==> src/rtl/vector_fp_compare_classify_unit.sv <==
// Multi-lane IEEE 754 classify / compare / min-max unit with a two-stage valid-ready pipeline.
// S1 holds unpacked class information and magnitude compares; S2 holds lane results, tag and beat NV.
module vector_fp_compare_classify_unit #(
  parameter int LANES = 4,
  parameter int ELEN  = 64,
  parameter int TAG_W = 8
) (
  input  logic                    clock,
  input  logic                    reset_n,
  input  logic                    in_valid_i,
  output logic                    in_ready_o,
  input  logic [3:0]              op_i,
  input  logic                    sew_i,
  input  logic [LANES*ELEN-1:0]   vs2_i,
  input  logic [LANES*ELEN-1:0]   vs1_i,
  input  logic [LANES-1:0]        mask_i,
  input  logic [TAG_W-1:0]        tag_i,
  output logic                    out_valid_o,
  input  logic                    out_ready_i,
  output logic [LANES*ELEN-1:0]   result_o,
  output logic [TAG_W-1:0]        tag_o,
  output logic                    nv_o,
  input  logic                    nv_clear_i,
  output logic                    busy_o
);

  typedef enum logic [3:0] {
    OP_CLASS = 4'd0, OP_EQ = 4'd1, OP_NE = 4'd2, OP_LT = 4'd3, OP_LE = 4'd4,
    OP_GT = 4'd5, OP_GE = 4'd6, OP_MIN = 4'd7, OP_MAX = 4'd8
  } op_e;

  typedef struct packed {
    logic sign;
    logic exp_zero;
    logic exp_ones;
    logic man_zero;
    logic man_msb;
  } fp_fields_t;

  function automatic fp_fields_t fp_unpack(input logic [ELEN-1:0] x, input logic sew);
    fp_fields_t f;
    if (sew) begin
      f.sign     = x[63];
      f.exp_zero = (x[62:52] == 11'd0);
      f.exp_ones = &x[62:52];
      f.man_zero = (x[51:0] == 52'd0);
      f.man_msb  = x[51];
    end else begin
      f.sign     = x[31];
      f.exp_zero = (x[30:23] == 8'd0);
      f.exp_ones = &x[30:23];
      f.man_zero = (x[22:0] == 23'd0);
      f.man_msb  = x[22];
    end
    return f;
  endfunction

  function automatic logic [9:0] fp_classify(input fp_fields_t f);
    logic [9:0] c;
    c = '0;
    if (f.exp_ones && !f.man_zero) c[f.man_msb ? 9 : 8] = 1'b1;
    else if (f.exp_ones)           c[f.sign ? 0 : 7] = 1'b1;
    else if (f.exp_zero && f.man_zero) c[f.sign ? 3 : 4] = 1'b1;
    else if (f.exp_zero)           c[f.sign ? 2 : 5] = 1'b1;
    else                           c[f.sign ? 1 : 6] = 1'b1;
    return c;
  endfunction

  // Magnitude with the sign stripped; binary32 occupies the low 31 bits.
  function automatic logic [ELEN-1:0] fp_magnitude(input logic [ELEN-1:0] x, input logic sew);
    return sew ? {1'b0, x[ELEN-2:0]} : {{(ELEN-31){1'b0}}, x[30:0]};
  endfunction

  logic s1_ready, s2_ready, s1_load, s2_load, out_fire;
  logic vld_p1, vld_p2;

  assign s2_ready    = !vld_p2 | out_ready_i;
  assign s1_ready    = !vld_p1 | s2_ready;
  assign in_ready_o  = s1_ready;
  assign s1_load     = in_valid_i & s1_ready;
  assign s2_load     = vld_p1 & s2_ready;
  assign out_fire    = vld_p2 & out_ready_i;
  assign out_valid_o = vld_p2;
  assign busy_o      = vld_p1 | vld_p2;

  logic [LANES-1:0][9:0] cls_a_d;
  logic [LANES-1:0]      sign_a_d, sign_b_d, nan_b_d, snan_b_d, zero_b_d, lt_d, eq_d;

  always_comb begin
    fp_fields_t fa, fb;
    logic [ELEN-1:0] ma, mb;
    for (int l = 0; l < LANES; l++) begin
      fa = fp_unpack(vs2_i[l*ELEN +: ELEN], sew_i);
      fb = fp_unpack(vs1_i[l*ELEN +: ELEN], sew_i);
      ma = fp_magnitude(vs2_i[l*ELEN +: ELEN], sew_i);
      mb = fp_magnitude(vs1_i[l*ELEN +: ELEN], sew_i);
      cls_a_d[l]  = fp_classify(fa);
      sign_a_d[l] = fa.sign;
      sign_b_d[l] = fb.sign;
      nan_b_d[l]  = fb.exp_ones & !fb.man_zero;
      snan_b_d[l] = fb.exp_ones & !fb.man_zero & !fb.man_msb;
      zero_b_d[l] = fb.exp_zero & fb.man_zero;
      lt_d[l]     = ma < mb;
      eq_d[l]     = ma == mb;
    end
  end

  // ---- S1: unpacked classes, magnitude compares, decoded op ----
  logic [LANES-1:0][9:0]  cls_a_p1;
  logic [LANES-1:0]       sign_a_p1, sign_b_p1, nan_b_p1, snan_b_p1, zero_b_p1, lt_p1, eq_p1;
  logic [LANES-1:0]       mask_p1;
  logic [LANES*ELEN-1:0]  a_p1, b_p1;
  op_e                    op_p1;
  logic                   rsvd_p1, sew_p1;
  logic [TAG_W-1:0]       tag_p1;

  always_ff @(posedge clock) begin
    if (s1_load) begin
      cls_a_p1  <= cls_a_d;
      sign_a_p1 <= sign_a_d;
      sign_b_p1 <= sign_b_d;
      nan_b_p1  <= nan_b_d;
      snan_b_p1 <= snan_b_d;
      zero_b_p1 <= zero_b_d;
      lt_p1     <= lt_d;
      eq_p1     <= eq_d;
      mask_p1   <= mask_i;
      a_p1      <= vs2_i;
      b_p1      <= vs1_i;
      op_p1     <= op_e'(op_i);
      rsvd_p1   <= (op_i > 4'd8);
      sew_p1    <= sew_i;
      tag_p1    <= tag_i;
    end
  end

  logic [LANES*ELEN-1:0] res_d;
  logic [LANES-1:0]      lane_nv;

  always_comb begin
    logic [ELEN-1:0] a, b, mm, lane;
    logic [9:0] ca;
    logic a_nan, a_snan, any_nan, any_snan, both_zero, eq, gt_mag, tot_lt, tot_gt, nv;
    res_d   = '0;
    lane_nv = '0;
    for (int l = 0; l < LANES; l++) begin
      a         = a_p1[l*ELEN +: ELEN];
      b         = b_p1[l*ELEN +: ELEN];
      ca        = cls_a_p1[l];
      a_nan     = ca[8] | ca[9];
      a_snan    = ca[8];
      any_nan   = a_nan | nan_b_p1[l];
      any_snan  = a_snan | snan_b_p1[l];
      both_zero = (ca[3] | ca[4]) & zero_b_p1[l];
      eq        = both_zero | ((sign_a_p1[l] == sign_b_p1[l]) & eq_p1[l]);
      gt_mag    = !lt_p1[l] & !eq_p1[l];
      // Total order with -0 below +0; compares mask out the zero pair separately.
      tot_lt    = (sign_a_p1[l] != sign_b_p1[l]) ? sign_a_p1[l] : (sign_a_p1[l] ? gt_mag : lt_p1[l]);
      tot_gt    = (sign_a_p1[l] != sign_b_p1[l]) ? sign_b_p1[l] : (sign_a_p1[l] ? lt_p1[l] : gt_mag);
      if (a_nan && nan_b_p1[l])
        mm = sew_p1 ? {1'b0, {11{1'b1}}, 1'b1, {(ELEN-13){1'b0}}} : {{(ELEN-32){1'b0}}, 32'h7FC0_0000};
      else if (a_nan)
        mm = b;
      else if (nan_b_p1[l])
        mm = a;
      else if (op_p1 == OP_MIN)
        mm = tot_lt ? a : b;
      else
        mm = tot_lt ? b : a;
      lane = '0;
      nv   = 1'b0;
      case (op_p1)
        OP_CLASS: lane = {{(ELEN-10){1'b0}}, ca};
        OP_EQ: begin lane[0] = !any_nan & eq;                         nv = any_snan; end
        OP_NE: begin lane[0] = any_nan | !eq;                         nv = any_snan; end
        OP_LT: begin lane[0] = !any_nan & tot_lt & !both_zero;        nv = any_nan;  end
        OP_LE: begin lane[0] = !any_nan & ((tot_lt & !both_zero) | eq); nv = any_nan; end
        OP_GT: begin lane[0] = !any_nan & tot_gt & !both_zero;        nv = any_nan;  end
        OP_GE: begin lane[0] = !any_nan & ((tot_gt & !both_zero) | eq); nv = any_nan; end
        OP_MIN, OP_MAX: begin
          lane = sew_p1 ? mm : {{(ELEN-32){1'b1}}, mm[31:0]};
          nv   = any_snan;
        end
        default: begin lane = '0; nv = 1'b0; end
      endcase
      if (mask_p1[l]) begin
        res_d[l*ELEN +: ELEN] = lane;
        lane_nv[l]            = nv;
      end
    end
  end

  // ---- S2: lane results, tag, beat NV; sticky flag ----
  logic nv_p2;

  always_ff @(posedge clock or negedge reset_n) begin
    if (!reset_n) begin
      vld_p1   <= 1'b0;
      vld_p2   <= 1'b0;
      result_o <= '0;
      tag_o    <= '0;
      nv_p2    <= 1'b0;
      nv_o     <= 1'b0;
    end else begin
      vld_p1 <= s1_load | (vld_p1 & !s2_ready);
      vld_p2 <= s2_load | (vld_p2 & !out_ready_i);
      if (s2_load) begin
        result_o <= res_d;
        tag_o    <= tag_p1;
        nv_p2    <= (|lane_nv) | rsvd_p1;
      end
      nv_o <= (nv_o & !nv_clear_i) | (out_fire & nv_p2);
    end
  end

endmodule
==> config.mk <==
export PLATFORM = sky130hd
export DESIGN_NAME = vector_fp_compare_classify_unit
export DESIGN_NICKNAME = d
export VERILOG_FILES = /design/src/rtl/vector_fp_compare_classify_unit.sv
export SDC_FILE = /design/constraint.sdc
export NUM_CORES = 2
export LEC_CHECK = 0
export ABC_AREA = 1
export CAP_MARGIN = 40
export CORE_MARGIN = 5
export CORE_UTILIZATION = 30
export DETAILED_ROUTE_END_ITERATION = 8
export GPL_TIMING_DRIVEN = 0
export HOLD_SLACK_MARGIN = 0.08
export RECOVER_POWER = 100
export SETUP_SLACK_MARGIN = 0.5
export SLEW_MARGIN = 20
export SYNTH_ARGS = -nofsm -noshare
export SYNTH_HDL_FRONTEND = slang
export SYNTH_SLANG_ARGS = --single-unit
==> constraint.sdc <==
create_clock -name clock -period 23.1 [get_ports clock]
set_clock_uncertainty 0.2 [all_clocks]
set_input_delay 2.31 -clock clock [delete_from_list [all_inputs] [get_ports clock]]
set_output_delay 2.31 -clock clock [all_outputs]
set_load 0.05 [all_outputs]
; ---- Word-level counts from Yosys, hierarchy flattened
; Cells that the tools add are included.
[classes]
n_eq_ne = 20
reduce_logical = 122
order_cmp = 45
bitwise = 106
muxes = 157
[op_table]
columns = cell, count
row1 = 64-bit two-way mux, 32
row2 = 63-bit two-way mux, 9
row3 = 63-bit one-hot mux with 2 select lines, 4
row4 = 52-bit zero test, 8
row5 = 63-bit equality test, 4
row6 = 63-bit less-than comparator, 4
row7 = 23-bit zero test, 8
row8 = 10-bit two-way mux, 16
row9 = 11-bit zero test, 8
row10 = 11-bit AND reduction, 8
row11 = 1-bit demux with 4-bit select, 20
row12 = "3-bit by 5-bit less-than comparator with 1-bit output, second input constant", 16
row13 = 1-bit AND, 67
row14 = 8-bit zero test, 8
row15 = 8-bit AND reduction, 8
row16 = "3-bit by 1-bit >= comparator with 1-bit output, second input constant", 16
row17 = 3-bit two-way mux, 16
row18 = 1-bit two-way mux, 44
row19 = 5-bit two-way mux, 8
row20 = 1-bit OR, 39
row21 = 1-bit zero test, 37
row22 = 1-bit logical AND, 32
row23 = 1-bit one-hot mux with 8 select lines, 4
row24 = "4-bit by 5-bit less-than comparator with 1-bit output, second input constant", 4
row25 = other kinds (12), 30
[word_totals]
out_inout_bits = 268
regBits = 866
in_bits = 534

; ---- Longest topological paths before layout
[logic_depth]
word_depth = 12
depth_mapped = 16
ltp_nobuf = 12

; ---- Least setup slack after synthesis
; Ideal clock, no wire load.
[synth_path]
kind = input -> register
start = in out_ready_i
end = reg a_p1[0] (enable)
cell_stages = 4
required_ns = 21.959
path_slack_ns = 7.617
setup_ns = 0.941
path_buffers = 0
t_arrival_ns = 14.342
path_cell_list = inv_1 > nand3_1 > nand2_1 > inv_1
[synth_between]
elab_chain_len = 3
[synth_lines]
columns = element, line
row1 = from (decl), 19  ; input logic out_ready_i,
row2 = 1-bit OR, 77  ; assign s2_ready = !vld_p2 | out_ready_i;
row3 = 1-bit OR, 78  ; assign s1_ready = !vld_p1 | s2_ready;
row4 = net in_ready_o, 11  ; output logic in_ready_o,
row5 = 1-bit AND, 80  ; assign s1_load = in_valid_i & s1_ready;
row6 = net s1_load, 74  ; logic s1_ready, s2_ready, s1_load, s2_load, out_fire;
row7 = to (signal assigned), 128  ; a_p1 <= vs2_i;
row8 = to (decl), 112  ; logic [LANES*ELEN-1:0] a_p1, b_p1;
; The timed path passes the listed nets, and every way through them passes these cells.
; A chain may end at the register's enable or synchronous reset.

; ---- Worst setup path in the final report
[layout_path]
start = in out_ready_i
end = reg a_p1[43] (enable)
[layout_between]
elab_chain_len = 3
[layout_lines]
columns = element, line
row1 = 1-bit OR, 77
row2 = 1-bit OR, 78
row3 = 1-bit AND, 80
row4 = net s1_load, 74
; The timed path passes the listed nets, and every way through them passes these cells.

==> results.toml <==
[global_routing]
grtUsageMet2_pct = 38.4
grt_pass1_vias = 36000
grt_util_met1_pct = 29.4
overflow = 0
grt_pass1_wl_um = 254000
grt_start_max_net_pins = 106
grt_usage_pct = 23.1
grt.busiest_layer = "met2"
grt_antenna_before_repair = 111
grt_util_met3_pct = 5.80

[synth]
yosys_warnings = 0
ys_ff_latch = 866
async_reset_ff_share_pct = 30.9
synth_area_per_cell_um2 = 9.53
syn-num-nets = 5265
synth-edff-count = 598
synth_ff_type = "edfxtp_1"
yosysTopAreaCellShare_pct = 42.1
syn_area_um2 = 42700
synth_seq_area_share_pct = 57.8
netlist_top_cells_area = "edfxtp_1 (42%), dfrtp_1 (16%), nand2_1 (13%)"
ys_types = 44
yosys.area.top_type = "edfxtp_1"
syn_inst = 4479

[power]
p_leak_nw = 25.6
powerDensity_nw_per_um2 = 71.3
total_power_mw = 4.05
irDropWorstVdd_v = 0.0000670

[clock_tree]
clkLatencyLatePin_ns = 0.74
holdBufCountCts = 0
post_cts_resized = 0
post_cts_buffers = 0
htree_num_levels = 3
cts-buffers-inserted = 99
clk_path_buf_depth = 3
clk_pin_slew_ns = 0.06
root_buffer = "clkbuf_16"
cts_tree = "yes"
cts.sinks = 866

[sta]
rsz0062_at_grt = "false"
clock.fmax_mhz = 76.4
setup-tns-final_ns = 0
worstMarginPinSlew_ns = 5.48
setup_viol_count_final = 0
slew_headroom_pct = -265
period_needed_ns = 13.09
slew_viol_final = 725
period_share_pct = 56.7
hold_viol = 0

[route]
vias = 36600
wl_per_cell_um = 23.9
wl_um = 178000
final_antenna_net_count = 0
drtIter0Drc = 2887
firstDrtPassIters = 5
drc = 0
via_per_inst = 4.91

[floorplan]
core_um2 = 141000
die_w_um = 387
design.die.area_um2 = 150000
rows = 138
die_height_um = 387
pin_count = 802
initial_core_util_pct = 30.2

[setup_path]
startpoint_type = "input port"
required_ns = 23.24
timing.rr.start = "out_valid_o"
worstSetupEndpointType = "register"
critPathLaunch = "out_ready_i"
arrival_ns = 13.24
crit_fanout = 97
path_class = "input port to register"

[layout]
layout-drive-gt1-share_pct = 5.22
final_common_cell = "nand2_1"
final_cell_mix = "nand2_1 (1428), dlygate4sd3_1 (797), edfxtp_1 (598)"
nets = 6200
areaGrowthSynthToFinish_pct = 33.0

[hold_path]
hp-class = "register to register"
hold_path.startpoint = "tag_p1[4]"

[place]
gp_congestion = 0.911
port_buffers = 801
dp.final_hpwl_um = 141000

[status]
failed_checks = "capacitance limit, slew limit"
outcome = "complete, but fails checks"

[run]
max-cap-violations = 12
==> cells in the mapped netlist, types with 5 or more instances <==
master	number
a21oi_1	147
a31oi_1	5
buf_1	7
buf_2	48
buf_4	18
buf_6	9
clkbuf_1	67
clkinv_1	7
dfrtp_1	268
edfxtp_1	598
ha_1	252
inv_1	435
inv_2	6
nand2_1	1427
nand3_1	285
nand3b_1	28
nand4_1	71
nor2_1	268
nor3_1	44
nor4_1	106
o211ai_1	65
o211ai_2	10
o21a_1	7
o21ai_0	163
o21ai_1	42
or2_0	8
or2_1	15
or2_2	35
==> area by class of cell <==
type | count | area (um2)
buffer | 150 | 737
multi-input combinational | 3013 | 15500
inverter | 450 | 1700
timing repair buffer | 834 | 8300
fill | 13900 | 84600
antenna | 69 | 173
sequential | 866 | 24700
clock buffer | 144 | 2790
clock inverter | 44 | 515
tap | 1890 | 2360
==> power breakdown <==
group / switching (mW) / total [mW] / internal [mW]
logic: 0.428 / 0.629 / 0.201
clock network: 0.686 / 1.61 / 0.924
registers: 0.0315 / 1.81 / 1.78
==> sequential cells by signal, indices dropped and copies added (netlist names) <==
| register | flops |
|---|---|
| op_p1 | 4 |
| sign_b_p1 | 4 |
| sign_a_p1 | 4 |
| nv_o | 1 |
| tag_o | 8 |
| eq_p1 | 4 |
| lt_p1 | 4 |
| b_p1 | 256 |
| nv_p2 | 1 |
| sew_p1 | 1 |
| result_o | 256 |
| mask_p1 | 4 |
| cls_a_p1 | 40 |
| tag_p1 | 8 |
| vld_p1 | 1 |
| zero_b_p1 | 4 |
| snan_b_p1 | 4 |
| a_p1 | 256 |
| rsvd_p1 | 1 |
| out_valid_o | 1 |
| nan_b_p1 | 4 |
==> metal layers <==
| layer | wire, um | up-vias |
|---|---|---|
| li1 | - | 17200 |
| met1 | 73300 | 17600 |
| met2 | 84400 | 1418 |
| met3 | 14500 | 336 |
| met4 | 5750 | 32 |
| met5 | 219 | - |
==> kinds of logic after synthesis <==
group           synth area share, %
simple gates                   23.0
buf+inv                        5.75
flops                          57.8
fa+ha+maj                      7.39
compound gates                 6.05
==> worst paths after layout <==
path	depth (start not counted)	slack [ns]	end
worst max-delay path	8	10.01	a_p1[43]
worst min-delay path	2	0.24	tag_o[4]
worst max register to register	6	11.78	a_p1[43]
worst min register to register	2	0.24	tag_o[4]
max in group asynchronous	3	11.36	result_o[41]
min in group asynchronous	1	2.27	result_o[154]
==> through the flow <==
stage	hold WS [ns]	cells	util (%)	cell area [um2]	setup slack [ns]
detailed placement	0.233	7202	38.0	53700	15.60
finish	0.242	7460	40.1	56800	10.01
floorplan	0.218	4479	-	42700	7.62
CTS	0.234	7390	40.3	57000	16.35
global placement	0.223	7170	37.5	53100	1.79
global route	0.269	7426	40.1	56700	9.31
==> critical path, cell delays in order <==
cell and delay [ns]:
dlygate4sd3_1 0.55, inv_1 0.06, nand3_1 0.10, nand2_1 0.08
clkinvlp_2 2.04, clkbuf_1 3.96, clkbuf_1 3.56, buf_16 0.30
No activity file was read; power rests on OpenSTA's default activity.
